==> config.mk <==
export PLATFORM = sky130hd
export DESIGN_NAME = multdiv_sequencer
export DESIGN_NICKNAME = d
export VERILOG_FILES = /design/src/rtl/multdiv_sequencer.sv
export SDC_FILE = /design/constraint.sdc
export NUM_CORES = 1
export LEC_CHECK = 0
export ABC_CLOCK_PERIOD_IN_PS = 5910
export BUFFER_PORTS_ARGS = -buffer_cell sky130_fd_sc_hd__buf_2
export CAP_MARGIN = 10
export CORE_ASPECT_RATIO = 1.2
export CORE_UTILIZATION = 49
export CTS_CLUSTER_SIZE = 24
export DETAILED_ROUTE_END_ITERATION = 12
export PLACE_DENSITY = 0.95
export SYNTH_ARGS = -nofsm -noshare
export SYNTH_HDL_FRONTEND = slang
export SYNTH_SLANG_ARGS = --single-unit
==> constraint.sdc <==
create_clock -name clock -period 5.91 [get_ports clock]
set_input_delay 0.2955 -clock clock [delete_from_list [all_inputs] [get_ports clock]]
set_output_delay 0.2955 -clock clock [all_outputs]
set_load 0.005 [all_outputs]
==> src/rtl/multdiv_sequencer.sv <==
// -----------------------------------------------------------------------------
// multdiv_sequencer
//
// Front end for the shared iterative multiply/divide unit in the single-issue
// datapath. It takes a decoded mult/div issue, latches the operands (holding
// them stable for the unit), fires a one-cycle start pulse, counts the unit
// latency while stalling the pipeline, then presents one writeback beat.
// That beat carries the result, the destination register and the rstatus
// exception code.
//
// Optional feature (compile-time macro MULTDIV_EARLY_DONE_EN):
//   When defined, the unit_ready port exists. RUN then ends on unit_ready or
//   on the terminal count, whichever comes first. unit_ready is ignored in
//   the first RUN cycle. When undefined, only the fixed latency count is used.
//
// Parameters:
//   MULT_CYCLES  cycles the unit needs for mult (>= 1)
//   DIV_CYCLES   cycles the unit needs for div  (>= 1)
//   CNT_W        counter width; must hold max(MULT_CYCLES, DIV_CYCLES) - 1
//
// Ports:
//   clock        in   rising-edge clock
//   reset_n      in   asynchronous active-low reset
//   issue_valid  in   decoded instruction is mult/div this cycle
//   is_mult      in   operation is mult
//   is_div       in   operation is div
//   operand_a    in   rs value
//   operand_b    in   rt value
//   rd_in        in   destination register
//   flush        in   abort any in-flight operation
//   unit_result  in   result from the mult/div unit
//   unit_except  in   overflow flag from the unit, sampled with the result
//   unit_ready   in   early completion (MULTDIV_EARLY_DONE_EN only)
//   op_a_q       out  latched operand A to the unit
//   op_b_q       out  latched operand B to the unit
//   start_mult   out  one-cycle start pulse, mult
//   start_div    out  one-cycle start pulse, div
//   stall        out  freeze PC and pipeline registers (combinational)
//   busy         out  sequencer is in RUN or DONE
//   wb_valid     out  one-cycle writeback beat
//   wb_data      out  result to write (0 on exception)
//   wb_rd        out  destination for wb_data
//   wb_rstatus   out  rstatus value, 0 = no exception
// -----------------------------------------------------------------------------
module multdiv_sequencer #(
    parameter int MULT_CYCLES = 32,
    parameter int DIV_CYCLES  = 32,
    parameter int CNT_W       = 6
) (
    input  logic        clock,
    input  logic        reset_n,
    input  logic        issue_valid,
    input  logic        is_mult,
    input  logic        is_div,
    input  logic [31:0] operand_a,
    input  logic [31:0] operand_b,
    input  logic [4:0]  rd_in,
    input  logic        flush,
    input  logic [31:0] unit_result,
    input  logic        unit_except,
`ifdef MULTDIV_EARLY_DONE_EN
    input  logic        unit_ready,
`endif
    output logic [31:0] op_a_q,
    output logic [31:0] op_b_q,
    output logic        start_mult,
    output logic        start_div,
    output logic        stall,
    output logic        busy,
    output logic        wb_valid,
    output logic [31:0] wb_data,
    output logic [4:0]  wb_rd,
    output logic [31:0] wb_rstatus
);

    typedef enum logic [1:0] {
        ST_IDLE = 2'd0,
        ST_RUN  = 2'd1,
        ST_DONE = 2'd2
    } state_t;

    // Counter load values: RUN lasts N cycles, so the count starts at N-1
    // and completion happens on the edge where it reads zero.
    localparam logic [CNT_W-1:0] MULT_LAST = CNT_W'(MULT_CYCLES - 1);
    localparam logic [CNT_W-1:0] DIV_LAST  = CNT_W'(DIV_CYCLES - 1);

    localparam logic [31:0] RSTATUS_NONE     = 32'd0;
    localparam logic [31:0] RSTATUS_MULT_OVF = 32'd4;
    localparam logic [31:0] RSTATUS_DIV_EXC  = 32'd5;

    state_t            state_reg;
    logic [CNT_W-1:0]  cnt_reg;
    logic [31:0]       op_a_reg;
    logic [31:0]       op_b_reg;
    logic [4:0]        rd_reg;
    logic              op_is_div_reg;
    logic              start_mult_reg;
    logic              start_div_reg;
    logic              busy_reg;
    logic              wb_valid_reg;
    logic [31:0]       wb_data_reg;
    logic [4:0]        wb_rd_reg;
    logic [31:0]       wb_rstatus_reg;

    logic accept;
    logic div_by_zero;
    logic run_done;

    // A legal issue names exactly one operation; flush in IDLE wins over issue.
    assign accept      = issue_valid & (is_mult ^ is_div) & ~flush;
    assign div_by_zero = is_div & (operand_b == 32'd0);

`ifdef MULTDIV_EARLY_DONE_EN
    // The start pulse is high exactly in the first RUN cycle, so it doubles
    // as the "ignore unit_ready now" qualifier.
    logic first_run;
    assign first_run = start_mult_reg | start_div_reg;
    assign run_done  = (cnt_reg == '0) | (unit_ready & ~first_run);
`else
    assign run_done  = (cnt_reg == '0);
`endif

    // Stall covers the accept cycle (so upstream holds while we latch) and
    // every RUN cycle. Gated by reset_n so outputs are quiet during reset.
    assign stall = reset_n & ((state_reg == ST_RUN) |
                              ((state_reg == ST_IDLE) & accept));

    always_ff @(posedge clock or negedge reset_n) begin
        if (!reset_n) begin
            state_reg      <= ST_IDLE;
            cnt_reg        <= '0;
            op_a_reg       <= '0;
            op_b_reg       <= '0;
            rd_reg         <= '0;
            op_is_div_reg  <= 1'b0;
            start_mult_reg <= 1'b0;
            start_div_reg  <= 1'b0;
            busy_reg       <= 1'b0;
            wb_valid_reg   <= 1'b0;
            wb_data_reg    <= '0;
            wb_rd_reg      <= '0;
            wb_rstatus_reg <= '0;
        end else begin
            // Pulses default low; they are raised for a single cycle below.
            start_mult_reg <= 1'b0;
            start_div_reg  <= 1'b0;
            wb_valid_reg   <= 1'b0;

            case (state_reg)
                ST_IDLE: begin
                    if (accept) begin
                        op_a_reg      <= operand_a;
                        op_b_reg      <= operand_b;
                        rd_reg        <= rd_in;
                        op_is_div_reg <= is_div;
                        busy_reg      <= 1'b1;
                        if (div_by_zero) begin
                            // Never bother the unit: report the exception now.
                            state_reg      <= ST_DONE;
                            wb_valid_reg   <= 1'b1;
                            wb_data_reg    <= 32'd0;
                            wb_rd_reg      <= rd_in;
                            wb_rstatus_reg <= RSTATUS_DIV_EXC;
                        end else begin
                            state_reg      <= ST_RUN;
                            cnt_reg        <= is_mult ? MULT_LAST : DIV_LAST;
                            start_mult_reg <= is_mult;
                            start_div_reg  <= is_div;
                        end
                    end
                end

                ST_RUN: begin
                    if (flush) begin
                        // Flush beats completion: drop the op silently.
                        state_reg <= ST_IDLE;
                        busy_reg  <= 1'b0;
                    end else if (run_done) begin
                        state_reg      <= ST_DONE;
                        wb_valid_reg   <= 1'b1;
                        wb_data_reg    <= unit_except ? 32'd0 : unit_result;
                        wb_rd_reg      <= rd_reg;
                        wb_rstatus_reg <= !unit_except ? RSTATUS_NONE :
                                          (op_is_div_reg ? RSTATUS_DIV_EXC
                                                         : RSTATUS_MULT_OVF);
                    end else begin
                        cnt_reg <= cnt_reg - 1'b1;
                    end
                end

                ST_DONE: begin
                    // The beat lasts one cycle; any waiting issue is taken
                    // in the IDLE cycle that follows.
                    state_reg <= ST_IDLE;
                    busy_reg  <= 1'b0;
                end

                default: begin
                    state_reg <= ST_IDLE;
                    busy_reg  <= 1'b0;
                end
            endcase
        end
    end

    assign op_a_q     = op_a_reg;
    assign op_b_q     = op_b_reg;
    assign start_mult = start_mult_reg;
    assign start_div  = start_div_reg;
    assign busy       = busy_reg;
    assign wb_valid   = wb_valid_reg;
    assign wb_data    = wb_data_reg;
    assign wb_rd      = wb_rd_reg;
    assign wb_rstatus = wb_rstatus_reg;

endmodule

== Word-level counts from Yosys, hierarchy flattened ==
Index checks and enable logic that the tools add are counted.
Widths: inputs -> output; s select.

* Register bits after elaboration: 151
* Bits of input ports: 108
* Output and inout port bits: 138
* Word-level logic and storage cells: 82

* $add $sub $neg: 1
* Equal/unequal tests: 9
* Multiplexer cells: 42
* Bitwise operators: 8
* Reductions and logical operators: 9

{| class="wikitable"
|+ Operators by type and width
! operator !! count
|-
| $mux 32 || 9
|-
| $pmux 32 s2 || 2
|-
| $logic_not 32->1 || 1
|-
| $mux 6 || 4
|-
| $mux 5 || 4
|-
| $ne 2x2->1 const B || 7
|-
| $mux 1 || 13
|-
| $pmux 6 s2 || 1
|-
| $pmux 5 s2 || 1
|-
| $reduce_and 5->1 || 2
|-
| $mux 2 || 4
|-
| $logic_not 6->1 || 1
|-
| $reduce_and 2->1 || 3
|-
| $sub 6x1->6 const B || 1
|-
| $and 1x1->1 || 5
|-
| $pmux 1 s2 || 2
|-
| $pmux 2 s2 || 1
|-
| $mux 3 || 1
|-
| $ne 3x3->1 const B || 1
|-
| $eq 2x1->1 const B || 1
|-
| $logic_not 2->1 || 1
|-
| $reduce_bool 2->1 || 1
|-
| $not 1->1 || 1
|-
| $or 1x1->1 || 1
|-
| $xor 1x1->1 || 1
|}

== Logic depth before layout (Yosys ltp) ==
* Depth after elaboration: 6
* Gate-level depth with buffers: 9
* Depth with buffers taken out: 7

== Worst setup path before layout ==
Ideal clock, no wire load.

* Path type: register to register
* Start point: register cnt_reg[0]
* End point: register wb_data_reg[28], in the netlist wb_data[28]
* Library setup time: 0.121 ns
* Data arrival time: 2.181 ns
* Required time: 5.789 ns
* Setup slack: 3.608 ns
* Cell stages (with the launch flop): 10
* Path buffers: 2
* Clock period less this slack: 2.302 ns
* Cell sequence: dfrtp_1 -> inv_1 -> ha_1 -> nand2b_1 -> nor4_1 -> nand2_1 -> and2_4 -> buf_6 -> buf_6 -> a22o_1

* Longest elaborated chain between the ends: 3

{| class="wikitable"
|+ Ends and longest elaborated chain
! what !! RTL line !! source
|-
| from (decl) || 92 || <nowiki>logic [CNT_W-1:0] cnt_reg;</nowiki>
|-
| from (signal assigned) || 166 || <nowiki>cnt_reg <= is_mult ? MULT_LAST : DIV_LAST;</nowiki>
|-
| from (signal assigned) || 187 || <nowiki>cnt_reg <= cnt_reg - 1'b1;</nowiki>
|-
| $logic_not 6->1 || 120 || <nowiki>assign run_done = (cnt_reg == '0);</nowiki>
|-
| $ne 2x2->1 (no line) || n/a ||
|-
| $reduce_and 5->1 (no line) || n/a ||
|-
| to (signal assigned) || 181 || <nowiki>wb_data_reg <= unit_except ? 32'd0 : unit_result;</nowiki>
|-
| to (decl) || 101 || <nowiki>logic [31:0] wb_data_reg;</nowiki>
|}

Every way passes these cells.
A chain may end at the register's enable or synchronous reset.

== Worst setup path in the final report ==
* Start point: register cnt_reg[0]
* End point: register wb_data_reg[18], in the netlist wb_data[18]

The elaborated chain is that of the path after synthesis.

==> flow_summary.json <==
{
  "run_status": "completed",
  "synth.cell_area_mm2": 0.00497,
  "critPathMaxFanout": 20,
  "finalSetupViolations": 0,
  "ports": 246,
  "synth.area.top_cells": "dfrtp_1, nand2_1, a22o_1, buf_4, clkbuf_1",
  "drt-wirelength-per-cell_um": 14.7,
  "timing.final.crit_share_pct": 50.8,
  "die_w_um": 94.0,
  "fillerInstances": 771,
  "yosys.area.top_type": "dfrtp_1",
  "criticalPathCategory": "reg -> reg",
  "tritoncts.num_buffers": 17,
  "grt_start_max_net_pins": 73,
  "globalRouteOverflowTotal": 0,
  "share_seq_of_total_power_pct": 44.1,
  "total_leakage_power_nw": 3.79,
  "gp_congestion": 0.803,
  "clk_path_buf_depth": 2,
  "pwr_density_cell_mw_per_mm2": 347,
  "min_path_type": "in -> reg",
  "yosys_warnings": 0,
  "cts_root_buf": "clkbuf_16",
  "post_route_cells_drive_above_1_share_pct": 34.8,
  "final_nets": 831,
  "dpl.hpwl_um": 8530,
  "syn2layout_area_growth_pct": 32.4,
  "required_ps": 6250,
  "setup_repair_after_global_routing_missed_its_margin": "false",
  "critical_path.max_stage_delay_ps": 770,
  "fin_skew_ps": 7.62,
  "io_buffer_count": 215,
  "dpl.cell_count": 824,
  "p_total_mw": 2.29,
  "synth_async_sr_flop_share_pct": 100,
  "die_area_mm2": 0.0106,
  "crit_buf_inv": 2,
  "arrival_ps": 3340,
  "tritoncts": "yes",
  "timing_worst_slew_pin_value_ps": 977,
  "yosys.cell_count.top_type": "nand2_1",
  "peakVddDrop_uv": 220,
  "drt-pass1-iter-count": 4,
  "worst_path_dominant_cell_family": "simple AND/OR/NAND/NOR gates",
  "fin_hold_viols": 0,
  "cts.sink_count": 121,
  "antenna_left": 0,
  "drt_iter0_drc": 177,
  "grtUsageTotal_pct": 24.5,
  "netSwitchingPower_uw": 615,
  "finalMaxSlewViolations": 0,
  "viasPerCell": 5.02,
  "gates_resized_cts_repair": 0,
  "clkSlewWorstSetupHoldPaths_ps": 60,
  "core.rowCount": 39,
  "grt_pass1_vias": 4199,
  "synth.ff_latch_count": 121,
  "number_of_diodes": 0,
  "floorplan.initialDensity_pct": 51.2,
  "finalNonFillerCells": 858,
  "post_synth_inst_count": 508,
  "postCtsSetupBuffers": 0,
  "grt_first_pass_wirelength_um": 19800,
  "sw_frac_of_total_pct": 26.9,
  "clock.fmax_mhz": 333,
  "clk-insertion-delay-late_ps": 410,
  "drv.max_cap_violation_count": 0,
  "initial_antenna_violation_count": 0,
  "timing.critical_path.from_type": "flop",
  "synth_edf_count": 0,
  "ys_types": 37,
  "max-slew-margin-rel_pct": 34.3,
  "cts-htree-levels": 4,
  "synth.avg_cell_area_um2": 9.79,
  "max_stage_delay_cell_worst_path": "nor4_1",
  "vias": 4306,
  "critical_path.endpoint_type": "flop",
  "synth.top_cells.by_count": "nand2_1, dfrtp_1, a22o_1",
  "floorplan.core_area_mm2": 0.00971,
  "drt-total-wl_um": 12600,
  "comb_power_share_pct": 14.3,
  "place_area_mm2": 0.00601,
  "drt_drc_violations_left": 0,
  "final_cell_area_mm2": 0.00659,
  "timing.critical_path.cells": "inv_1, ha_1, nand2b_1, nor4_1, nand2_1, nor2_2, buf_8, a22o_1",
  "synth.top_cell.area_share_pct": 60.9,
  "final.min_clock_period_ps": 3000,
  "yosysSeqAreaShare_pct": 60.9,
  "fin_setup_tns_ps": 0,
  "internal_power_mw": 1.67,
  "chipHeight_um": 112,
  "clock_power_share_pct": 41.6,
  "synth-main-ff-cell": "dfrtp_1"
}
worst min-delay path, delay by kind of cell:
| kind | cells | cell delay [ps] |
|---|---|---|
| buffers and inverters | 1 | 70 |
| and+or+nand+nor | 2 | 80 |
logic make-up after synthesis:
| family | after synthesis | synth area share (%) |
|---|---|---|
| compound gates | 59 | 8.73 |
| xor+xnor | 1 | 0.176 |
| simple gates | 259 | 21.6 |
| buf+inv | 61 | 7.27 |
| flops | 121 | 60.9 |
| other cells | 1 | 0.0754 |
| fa+ha+maj | 1 | 0.252 |
| mux | 5 | 1.01 |
path summary, 6_finish.rpt:
check                           cells after the start     startpoint  slack, ps          end
worst max-delay path                                8     cnt_reg[0]       2910  wb_data[18]
worst min-delay path                                3  operand_a[29]         70   op_a_q[29]
worst max register to register                      8     cnt_reg[0]       2910  wb_data[18]
worst min register to register                      2      op_a_q[7]        460    op_a_q[7]
max in group asynchronous                           3        reset_n       4140   cnt_reg[1]
min in group asynchronous                           2        reset_n        500  wb_data[29]
stage by stage:
step                setup slack [ps]  util (%)  hold slack (ps)
floorplan                       3610         -          -0.0911
CTS                             2740      67.7             56.3
global route                    2720      67.8             62.8
global placement                2900      61.8              392
detailed placement              2690      61.8              395
finish                          2910      67.8             71.5
layout make-up:
class	count	area [um2]	share of cell area [%]
repair buffers	220	1130	17.1
clock inverters	14	126	1.92
inverters	7	26.3	0.399
clock buffers	18	429	6.52
flip-flops and latches	121	3030	46.0
multi-input cells	355	1700	25.8
well taps	123	154	2.34
power groups by stage:
stage / clock network (mW) / logic, mW / registers (mW)
after floorplan: 0 / 0.139 / 1.03
after global routing: 1.01 / 0.372 / 1.02
after global placement: 0 / 0.318 / 1.01
after detailed placement: 0 / 0.331 / 1.02
final: 0.951 / 0.328 / 1.01
after CTS: 0.966 / 0.333 / 1.01
routing by layer:
metal | global-route usage [%] | vias up | part of all wire [%] | wire [um]
li1 | - | 2035 | - | -
met1 | 26.6 | 2050 | 38 | 4790
met2 | 44.3 | 205 | 53 | 6670
met3 | 7.59 | 16 | 7.7 | 966
met4 | 9.03 | 0 | 1.2 | 153
met5 | 0 | - | 0 | 0
layout by cell type, fill, tap and decap left out, drive strengths merged, types with 2 or more instances in the layout:
master,n
o21ai,10
o21a,2
clkbuf,18
clkinvlp,5
nand2,215
or3,2
nand2b,3
a31oi,2
nor3,2
nor2,11
buf,219
nand4,2
a22o,32
nor4,10
and2,3
mux2i,5
dfrtp,121
conb,30
inv,9
clkinv,6
a21oi,9
nand3,5
timing repair:
item,in CTS,in global routing
hold endpoints to repair,57,0
hold buffers,1,0
setup endpoints to repair,0,0
(Power assumes the default switching activity.)
